===== src/rtl/player_sprite_reader_if.sv =====
`default_nettype none
// ============================================================================
// Module      : player_sprite_reader_if
// Description : Bundles the animation inputs, raster position, sprite ROM
//               port and palette outputs of the player sprite reader.
// Revision    : 1.0 - initial release
// ============================================================================
interface player_sprite_reader_if #(
    parameter int DATA_W = 8,
    parameter int ADDR_W = 14
);
    logic              Frame_Clk;
    logic              Moving;
    logic [1:0]        Direction;
    logic [1:0]        Obj_Step_Count;
    logic [9:0]        PlayerX;
    logic [9:0]        PlayerY;
    logic [9:0]        DrawX;
    logic [9:0]        DrawY;
    logic [DATA_W-1:0] Rom_Data;
    logic [ADDR_W-1:0] Rom_Addr;
    logic [3:0]        Frame_Index;
    logic [DATA_W-1:0] Pixel_Index;
    logic              Pixel_Valid;

    // Drives animation state, raster position and ROM data; observes outputs.
    modport master (
        output Frame_Clk, Moving, Direction, Obj_Step_Count,
        output PlayerX, PlayerY, DrawX, DrawY, Rom_Data,
        input  Rom_Addr, Frame_Index, Pixel_Index, Pixel_Valid
    );

    modport slave (
        input  Frame_Clk, Moving, Direction, Obj_Step_Count,
        input  PlayerX, PlayerY, DrawX, DrawY, Rom_Data,
        output Rom_Addr, Frame_Index, Pixel_Index, Pixel_Valid
    );
endinterface
`default_nettype wire


===== src/rtl/player_sprite_reader.sv =====
`default_nettype none
// ============================================================================
// Module      : player_sprite_reader
// Description : Latches the player animation frame once per VGA frame and
//               fetches the sprite pixel under DrawX/DrawY from a synchronous
//               ROM, producing a palette index and draw-enable 3 clocks later.
// Revision    : 1.0 - initial release
// ============================================================================
module player_sprite_reader #(
    parameter int                SPRITE_W    = 32,
    parameter int                SPRITE_H    = 32,
    parameter int                DATA_W      = 8,
    parameter int                ADDR_W      = 14,
    parameter logic [DATA_W-1:0] TRANSPARENT = 8'h00
) (
    input  wire logic             Clk,
    input  wire logic             Reset,
    player_sprite_reader_if.slave bus
);

    localparam int c_LOG_W   = $clog2(SPRITE_W);
    localparam int c_LOG_H   = $clog2(SPRITE_H);
    localparam int c_AW_FULL = 4 + c_LOG_H + c_LOG_W;

    // Frame edge detect and latched animation state
    logic                r_fc_d;
    logic [1:0]          r_dir_q;
    logic [1:0]          r_step_q;

    // Pipeline registers
    logic [ADDR_W-1:0]   r_rom_addr;
    logic                r_v1;
    logic                r_v1_d;
    logic [DATA_W-1:0]   r_pix_idx;
    logic                r_pix_valid;

    // Stage 0 combinational terms
    logic                w_frame_rise;
    logic [10:0]         w_dx;
    logic [10:0]         w_dy;
    logic                w_in_x;
    logic                w_in_y;
    logic                w_in_box;
    logic [3:0]          w_frame_idx;
    logic [c_AW_FULL-1:0] w_addr_full;

    assign w_frame_rise = bus.Frame_Clk & ~r_fc_d;
    assign w_frame_idx  = {r_dir_q, r_step_q};

    assign w_dx = {1'b0, bus.DrawX} - {1'b0, bus.PlayerX};
    assign w_dy = {1'b0, bus.DrawY} - {1'b0, bus.PlayerY};

    // An 11-bit difference in [0, SPRITE-1] means Draw >= Player and
    // Draw < Player + SPRITE without wrapping past 1023.
    assign w_in_x   = (w_dx[10:c_LOG_W] == '0);
    assign w_in_y   = (w_dy[10:c_LOG_H] == '0);
    assign w_in_box = w_in_x & w_in_y;

    // Power-of-two sprite sizes turn (f*H + dy)*W + dx into a concatenation.
    assign w_addr_full = {w_frame_idx, w_dy[c_LOG_H-1:0], w_dx[c_LOG_W-1:0]};

    always_ff @(posedge Clk) begin
        if (Reset) begin
            r_fc_d      <= 1'b0;
            r_dir_q     <= 2'd0;
            r_step_q    <= 2'd0;
            r_rom_addr  <= '0;
            r_v1        <= 1'b0;
            r_v1_d      <= 1'b0;
            r_pix_idx   <= '0;
            r_pix_valid <= 1'b0;
        end else begin
            r_fc_d <= bus.Frame_Clk;
            if (w_frame_rise) begin
                r_dir_q  <= bus.Direction;
                r_step_q <= bus.Moving ? bus.Obj_Step_Count : 2'd0;
            end

            r_rom_addr <= w_in_box ? ADDR_W'(w_addr_full) : '0;
            r_v1       <= w_in_box;

            r_v1_d <= r_v1;

            r_pix_idx   <= r_v1_d ? bus.Rom_Data : TRANSPARENT;
            r_pix_valid <= r_v1_d && (bus.Rom_Data != TRANSPARENT);
        end
    end

    assign bus.Rom_Addr    = r_rom_addr;
    assign bus.Frame_Index = w_frame_idx;
    assign bus.Pixel_Index = r_pix_idx;
    assign bus.Pixel_Valid = r_pix_valid;

endmodule
`default_nettype wire


===== src/flat_wrapper.sv =====
// flat-port wrapper written by rule: the top's interface ports become plain ports
module player_sprite_reader_flat 
#(
    parameter int                SPRITE_W    = 32,
    parameter int                SPRITE_H    = 32,
    parameter int                DATA_W      = 8,
    parameter int                ADDR_W      = 14,
    parameter logic [DATA_W-1:0] TRANSPARENT = 8'h00
)
  (Clk, Reset, bus_Frame_Clk, bus_Moving, bus_Direction, bus_Obj_Step_Count, bus_PlayerX, bus_PlayerY, bus_DrawX, bus_DrawY, bus_Rom_Data, bus_Rom_Addr, bus_Frame_Index, bus_Pixel_Index, bus_Pixel_Valid);
  player_sprite_reader_if #(.DATA_W(DATA_W), .ADDR_W(ADDR_W)) bus_i ();
  input  wire logic Clk;
  input  wire logic Reset;
  input wire logic [$bits(bus_i.Frame_Clk)-1:0] bus_Frame_Clk;
  input wire logic [$bits(bus_i.Moving)-1:0] bus_Moving;
  input wire logic [$bits(bus_i.Direction)-1:0] bus_Direction;
  input wire logic [$bits(bus_i.Obj_Step_Count)-1:0] bus_Obj_Step_Count;
  input wire logic [$bits(bus_i.PlayerX)-1:0] bus_PlayerX;
  input wire logic [$bits(bus_i.PlayerY)-1:0] bus_PlayerY;
  input wire logic [$bits(bus_i.DrawX)-1:0] bus_DrawX;
  input wire logic [$bits(bus_i.DrawY)-1:0] bus_DrawY;
  input wire logic [$bits(bus_i.Rom_Data)-1:0] bus_Rom_Data;
  output wire logic [$bits(bus_i.Rom_Addr)-1:0] bus_Rom_Addr;
  output wire logic [$bits(bus_i.Frame_Index)-1:0] bus_Frame_Index;
  output wire logic [$bits(bus_i.Pixel_Index)-1:0] bus_Pixel_Index;
  output wire logic [$bits(bus_i.Pixel_Valid)-1:0] bus_Pixel_Valid;
  assign bus_i.Frame_Clk = bus_Frame_Clk;
  assign bus_i.Moving = bus_Moving;
  assign bus_i.Direction = bus_Direction;
  assign bus_i.Obj_Step_Count = bus_Obj_Step_Count;
  assign bus_i.PlayerX = bus_PlayerX;
  assign bus_i.PlayerY = bus_PlayerY;
  assign bus_i.DrawX = bus_DrawX;
  assign bus_i.DrawY = bus_DrawY;
  assign bus_i.Rom_Data = bus_Rom_Data;
  assign bus_Rom_Addr = bus_i.Rom_Addr;
  assign bus_Frame_Index = bus_i.Frame_Index;
  assign bus_Pixel_Index = bus_i.Pixel_Index;
  assign bus_Pixel_Valid = bus_i.Pixel_Valid;
  player_sprite_reader #(.SPRITE_W(SPRITE_W), .SPRITE_H(SPRITE_H), .DATA_W(DATA_W), .ADDR_W(ADDR_W), .TRANSPARENT(TRANSPARENT)) u_core (.Clk(Clk), .Reset(Reset), .bus(bus_i));
endmodule

===== config.mk =====
export PLATFORM = sky130hd
export DESIGN_NAME = player_sprite_reader_flat
export DESIGN_NICKNAME = d
export VERILOG_FILES = /design/src/rtl/player_sprite_reader_if.sv /design/src/rtl/player_sprite_reader.sv /design/src/flat_wrapper.sv
export SDC_FILE = /design/constraint.sdc
export NUM_CORES = 1
export LEC_CHECK = 0
export ABC_AREA = 1
export BUFFER_PORTS_ARGS = -buffer_cell sky130_fd_sc_hd__buf_2
export CAP_MARGIN = 20
export CORE_ASPECT_RATIO = 1.5
export CORE_UTILIZATION = 54
export DETAILED_ROUTE_END_ITERATION = 7
export PLACE_DENSITY = 0.91
export SLEW_MARGIN = 40
export SYNTH_ARGS = -nofsm -noshare
export SYNTH_HDL_FRONTEND = slang
export SYNTH_SLANG_ARGS = --single-unit
export TNS_END_PERCENT = 100

===== constraint.sdc =====
create_clock -name Clk -period 5.2 [get_ports Clk]
set_input_delay 1.04 -clock Clk [delete_from_list [all_inputs] [get_ports Clk]]
set_output_delay 1.04 -clock Clk [all_outputs]
set_load 0.1 [all_outputs]

# Word level (Yosys, flattened, before mapping)
# Cells that the tools add are included.
# totals
regBits	30
elab_cells	22
out_inout_bits	27
input_bits	56
# classes
bitwise_logic	5
reduce_logical	6
muxes	1
add_sub_neg	2
# ops
op	count
10-bit by 10-bit subtractor with 11-bit output	2
6-bit logical NOT	2
8-bit nonzero test	1
2-bit OR reduction	2
1-bit NOT	3
1-bit AND	2
2-bit 2-to-1 mux	1
1-bit logical AND	1

# Depth between registers and ports, before layout
# depth
ltp_word	5
depth_mapped	15
ltp_nobuf	13

# Worst setup path before layout
# No wires, ideal clock.
# synth_path
path_kind	input -> register
startpoint	input bus_DrawY[0]
endpoint	register u_core.r_rom_addr[9], in the netlist u_core.bus.Rom_Addr[9]
t_required_ps	5127
setup_time_ps	73
path_buffers	1
arrival_ps	2634
path_slack_ps	2493
cell_stages	13
path_cell_list	inv_1 ha_1 fa_1 inv_1 nand3_1 nand3_1 nand2_1 nand2_1 nor2_1 a21oi_1 nand3_4 buf_6 nor3_4
# synth_via
elab_chain_len	5
# synth_lines
element	line	rtl
from (decl)	flat_wrapper.sv:21	input wire logic [$bits(bus_i.DrawY)-1:0] bus_DrawY;
10-bit by 10-bit subtractor with 11-bit output *	player_sprite_reader.sv:51	assign w_dy = {1'b0, bus.DrawY} - {1'b0, bus.PlayerY};
6-bit logical NOT	player_sprite_reader.sv:56	assign w_in_y = (w_dy[10:c_LOG_H] == '0);
1-bit AND	player_sprite_reader.sv:57	assign w_in_box = w_in_x & w_in_y;
1-bit NOT (no source line)	--	
2-bit OR reduction (no source line)	--	
to (signal assigned)	player_sprite_reader.sv:79	r_rom_addr <= w_in_box ? ADDR_W'(w_addr_full) : '0;
to (decl)	player_sprite_reader.sv:31	logic [ADDR_W-1:0] r_rom_addr;
# Every way passes the cells marked *; elsewhere a longest branch is shown, timed or not.
# A chain may end at the register's enable or synchronous reset.

# Worst setup path in the final report
# layout_path
startpoint	input bus_DrawY[0]
endpoint	register u_core.r_rom_addr[2], in the netlist u_core.bus.Rom_Addr[2]
# layout_via
elab_chain_len	5
# layout_lines
element	line
10-bit by 10-bit subtractor with 11-bit output	player_sprite_reader.sv:51
6-bit logical NOT	player_sprite_reader.sv:56
1-bit AND	player_sprite_reader.sv:57
1-bit NOT (no source line)	--
2-bit OR reduction (no source line)	--
# Every way passes these cells.

==> impl_metrics.py <==
metrics = {
    "run_status": {
        "status": "complete, no violations",
    },
    "layout": {
        "fin_util_pct": 70.1,
        "fillers": 334,
        "post-route-cell-area_um2": 2780,
        "area_delta_synth_final_pct": 23.3,
        "fin_cells": 466,
        "drive_above_1_share_pct": 28.3,
        "seqCellArea_um2": 601,
        "diodes": 0,
        "finalNetCount": 498,
        "multi_input_area_um2": 1310,
    },
    "run": {
        "maxCapViolations": 0,
    },
    "sta": {
        "rsz0062_at_grt": "false",
        "worst_pin_slew_ns": 0.490,
        "fin_hold_ws_ns": 0.414,
        "relSlewSlack_pct": 67.6,
        "setup_viol": 0,
        "fin_skew_ns": 0.00362,
        "final.setup.tns_ns": 0,
        "setup_ws_ns": 2.47,
        "drv_slew": 0,
        "hold_viol_final": 0,
        "fin_crit_sh_pct": 52.5,
        "fin_crit_ns": 2.73,
        "max_freq_ghz": 0.366,
    },
    "setup_path": {
        "r2r_cells": 4,
        "worst-path-buf-inv": 3,
        "crit_path_top_delay_cell": "fa_1",
        "worst-path-max-fanout": 15,
        "cpPeakStageDelay_ns": 0.40,
        "r2r_end": "u_core.r_dir_q[1]$_SDFFE_PP0P_",
        "critPathTopFamily": "simple AND/OR/NAND/NOR gates",
        "worstSetupPathType": "in2reg",
        "cp_cell_sequence": "buf_2 -> inv_1 -> ha_1 -> fa_1 -> inv_1 -> nand3_1 -> nand3_1 -> nand2_1 -> nand2_1 -> nor2_1 -> a21oi_1 -> nand3_4 -> nor3_1",
        "endpoint_kind": "register",
        "reg2reg_from": "u_core.r_fc_d$_SDFF_PP0_",
        "setup.worst_path.start_class": "input port",
        "worst_ep_arrival_time_ns": 2.93,
        "critPathRequiredTime_ns": 5.39,
        "r2r_setup_slack_ns": 4.31,
    },
    "worst_hold_path": {
        "hp-start": "u_core.r_v1$_SDFF_PP0_",
        "hp-class": "reg2reg",
        "hold_path_end": "u_core.r_v1_d$_SDFF_PP0_",
        "min_delay_path_depth": 2,
    },
    "power": {
        "swShare_pct": 33.8,
        "p_switching_uw": 210,
        "power_frac_comb_pct": 32.3,
        "p_leak_nw": 1.68,
        "power_density_nw_per_um2": 224,
        "intPower_uw": 412,
        "seq_power_share_pct": 37.6,
        "fin_total_pwr_uw": 622,
        "peakVddDrop_uv": 205,
        "p_clk_share_pct": 30.1,
    },
    "yosys": {
        "ys.flop_type": "dfxtp_1",
        "synth_nets": 412,
        "synth-edff-count": 0,
        "async_reset_ff_share_pct": 0,
        "syn_inst": 334,
        "syn_area_um2": 2250,
        "ys_types": 28,
        "ys_seq_elements": 30,
        "avgSynthCellArea_um2": 6.74,
        "seq_area_frac_synth_pct": 26.7,
        "yosysWarningCount": 0,
    },
    "place": {
        "placedCellCount": 458,
        "hpwl_mm": 3.95,
        "placed_cell_area_um2": 2690,
        "place_ws_ns": 2.20,
        "routabilityCongestion": 0.863,
        "port_buffers": 82,
    },
    "die": {
        "pin_count": 83,
        "die_h_um": 81.1,
        "num_rows": 28,
        "die_area_um2": 4440,
        "core_um2": 3960,
        "initial_core_util_pct": 56.9,
        "chipWidth_um": 54.7,
    },
    "clocking": {
        "tritoncts": "yes",
        "clkSinkCount": 30,
        "postCtsSetupBuffers": 0,
        "cts_resized": 0,
        "clk_pin_slew_ns": 0.06,
        "root_buffer": "clkbuf_8",
        "cts-buffers-inserted": 5,
        "h-tree-depth": 2,
        "insertion_delay_ns": 0.28,
        "cts_hold_buf": 0,
        "clock_path_buffers": 2,
    },
    "global_route": {
        "grt-ovfl-total": 0,
        "antenna_found_initial": 0,
        "grt_pass1_vias": 1991,
        "grt_start_max_net_pins": 16,
        "globalRouteTotalUtil_pct": 23.0,
        "grt_first_pass_wirelength_mm": 7.56,
    },
    "route": {
        "wirelength_mm": 4.73,
        "dr.pass1.iters": 4,
        "ant_nets": 0,
        "vias": 2291,
        "drc": 0,
        "drtIter0Drc": 49,
        "wl_per_cell_um": 10.2,
        "drt-vias-per-instance": 4.92,
    },
}
-- power by group through the flow --
stage / Combinational [mW] / Clock, mW / Sequential (mW)
6_report: 0.201 / 0.187 / 0.234
2_1_floorplan: 0.136 / 0 / 0.256
4_1_cts: 0.201 / 0.191 / 0.234
5_1_grt: 0.227 / 0.201 / 0.234
3_3_place_gp: 0.195 / 0 / 0.239
3_5_place_dp: 0.199 / 0 / 0.239
-- worst register-to-register path: stages, from the launching register on --
cell and delay, ns:
dfxtp_1 0.30, nor2_1 0.12, inv_1 0.13, o21ai_0 0.18
a21oi_1 0.06
-- area by class of cell --
cell class	count	area share [%]
multi-input combinational	219	47.2
inverter	82	11.1
clock inverter	1	0.180
timing repair buffer	82	14.8
sequential	30	21.6
tap	45	2.03
clock buffer	7	3.11
-- state kept, by name, indices dropped and copies added, names as in the netlist --
name and flops:
u_core.bus.Pixel_Index 8, u_core.r_v1_d 1, u_core.bus.Pixel_Valid 1, u_core.r_fc_d 1
u_core.r_step_q 2, u_core.r_v1 1, u_core.bus.Rom_Addr 14, u_core.r_dir_q 2
-- synthesized netlist by cell type, drive strengths merged (2+ instances only) --
cell type	n	area, um2
a211oi	2	15.0
a21oi	15	75.1
buf	3	33.8
dfxtp	30	601
fa	2	40.0
ha	20	250
inv	82	308
nand2	92	368
nand3	23	143
nand4	4	25.0
nor2	33	159
nor3	14	131
nor4	2	12.5
o21ai	2	10.0
xor2	5	43.8
-- worst max path at each step --
stage	startpoint	to	cells after the start	slack, ns
2_1_floorplan	bus_DrawY[0]	u_core.bus.Rom_Addr[9]$_SDFF_PP0_	13	2.49
3_3_place_gp	bus_DrawY[0]	u_core.bus.Rom_Addr[3]$_SDFF_PP0_	13	2.29
3_5_place_dp	bus_DrawX[0]	u_core.bus.Rom_Addr[5]$_SDFF_PP0_	13	2.20
4_1_cts	bus_DrawX[0]	u_core.bus.Rom_Addr[2]$_SDFF_PP0_	13	2.47
5_1_grt	bus_DrawX[0]	u_core.bus.Rom_Addr[8]$_SDFF_PP0_	13	2.31
6_report	bus_DrawY[0]	u_core.bus.Rom_Addr[2]$_SDFF_PP0_	13	2.47
-- placed cells by master, fill, tap and decap left out, types with 2 or more instances in the layout --
cell type	synthesis	final
a21oi_1	15	15
fa_1	2	2
clkbuf_8	0	6
a211oi_1	2	2
nand2_1	85	85
nor3_2	10	10
nor4_1	2	2
nand4_1	4	4
inv_1	82	82
nor2_2	5	5
xor2_1	5	5
nor2_4	3	3
nor3_1	3	3
dfxtp_1	30	30
nand3_1	19	19
ha_1	20	20
o21ai_0	2	2
nand2_2	6	6
nor2_1	25	25
buf_2	0	82
nand3_2	3	3
-- cell families (layout without fill, tap and decap cells) --
| family | after synthesis | count (layout) | synth area share (%) |
|---|---|---|---|
| adders and majority gates | 22 | 22 | 12.9 |
| and+or+nand+nor | 170 | 170 | 37.8 |
| AOI/OAI and AO/OA | 21 | 21 | 5.11 |
| buffers and inverters | 85 | 172 | 15.2 |
| DFF | 30 | 30 | 26.7 |
| xor gates and xnor gates | 6 | 6 | 2.33 |
-- metal layers --
| metal | GRT usage [%] | vias to the layer above | share of wire [%] | wire, um |
|---|---|---|---|---|
| li1 | - | 1189 | - | - |
| met2 | 45.2 | 89 | 54 | 2540 |
| met1 | 20.6 | 1000 | 37 | 1740 |
| met5 | 0 | - | 0 | 0 |
| met4 | 13.3 | 0 | 2.8 | 133 |
| met3 | 2.43 | 13 | 6.7 | 317 |
(Power assumes the default switching activity.)
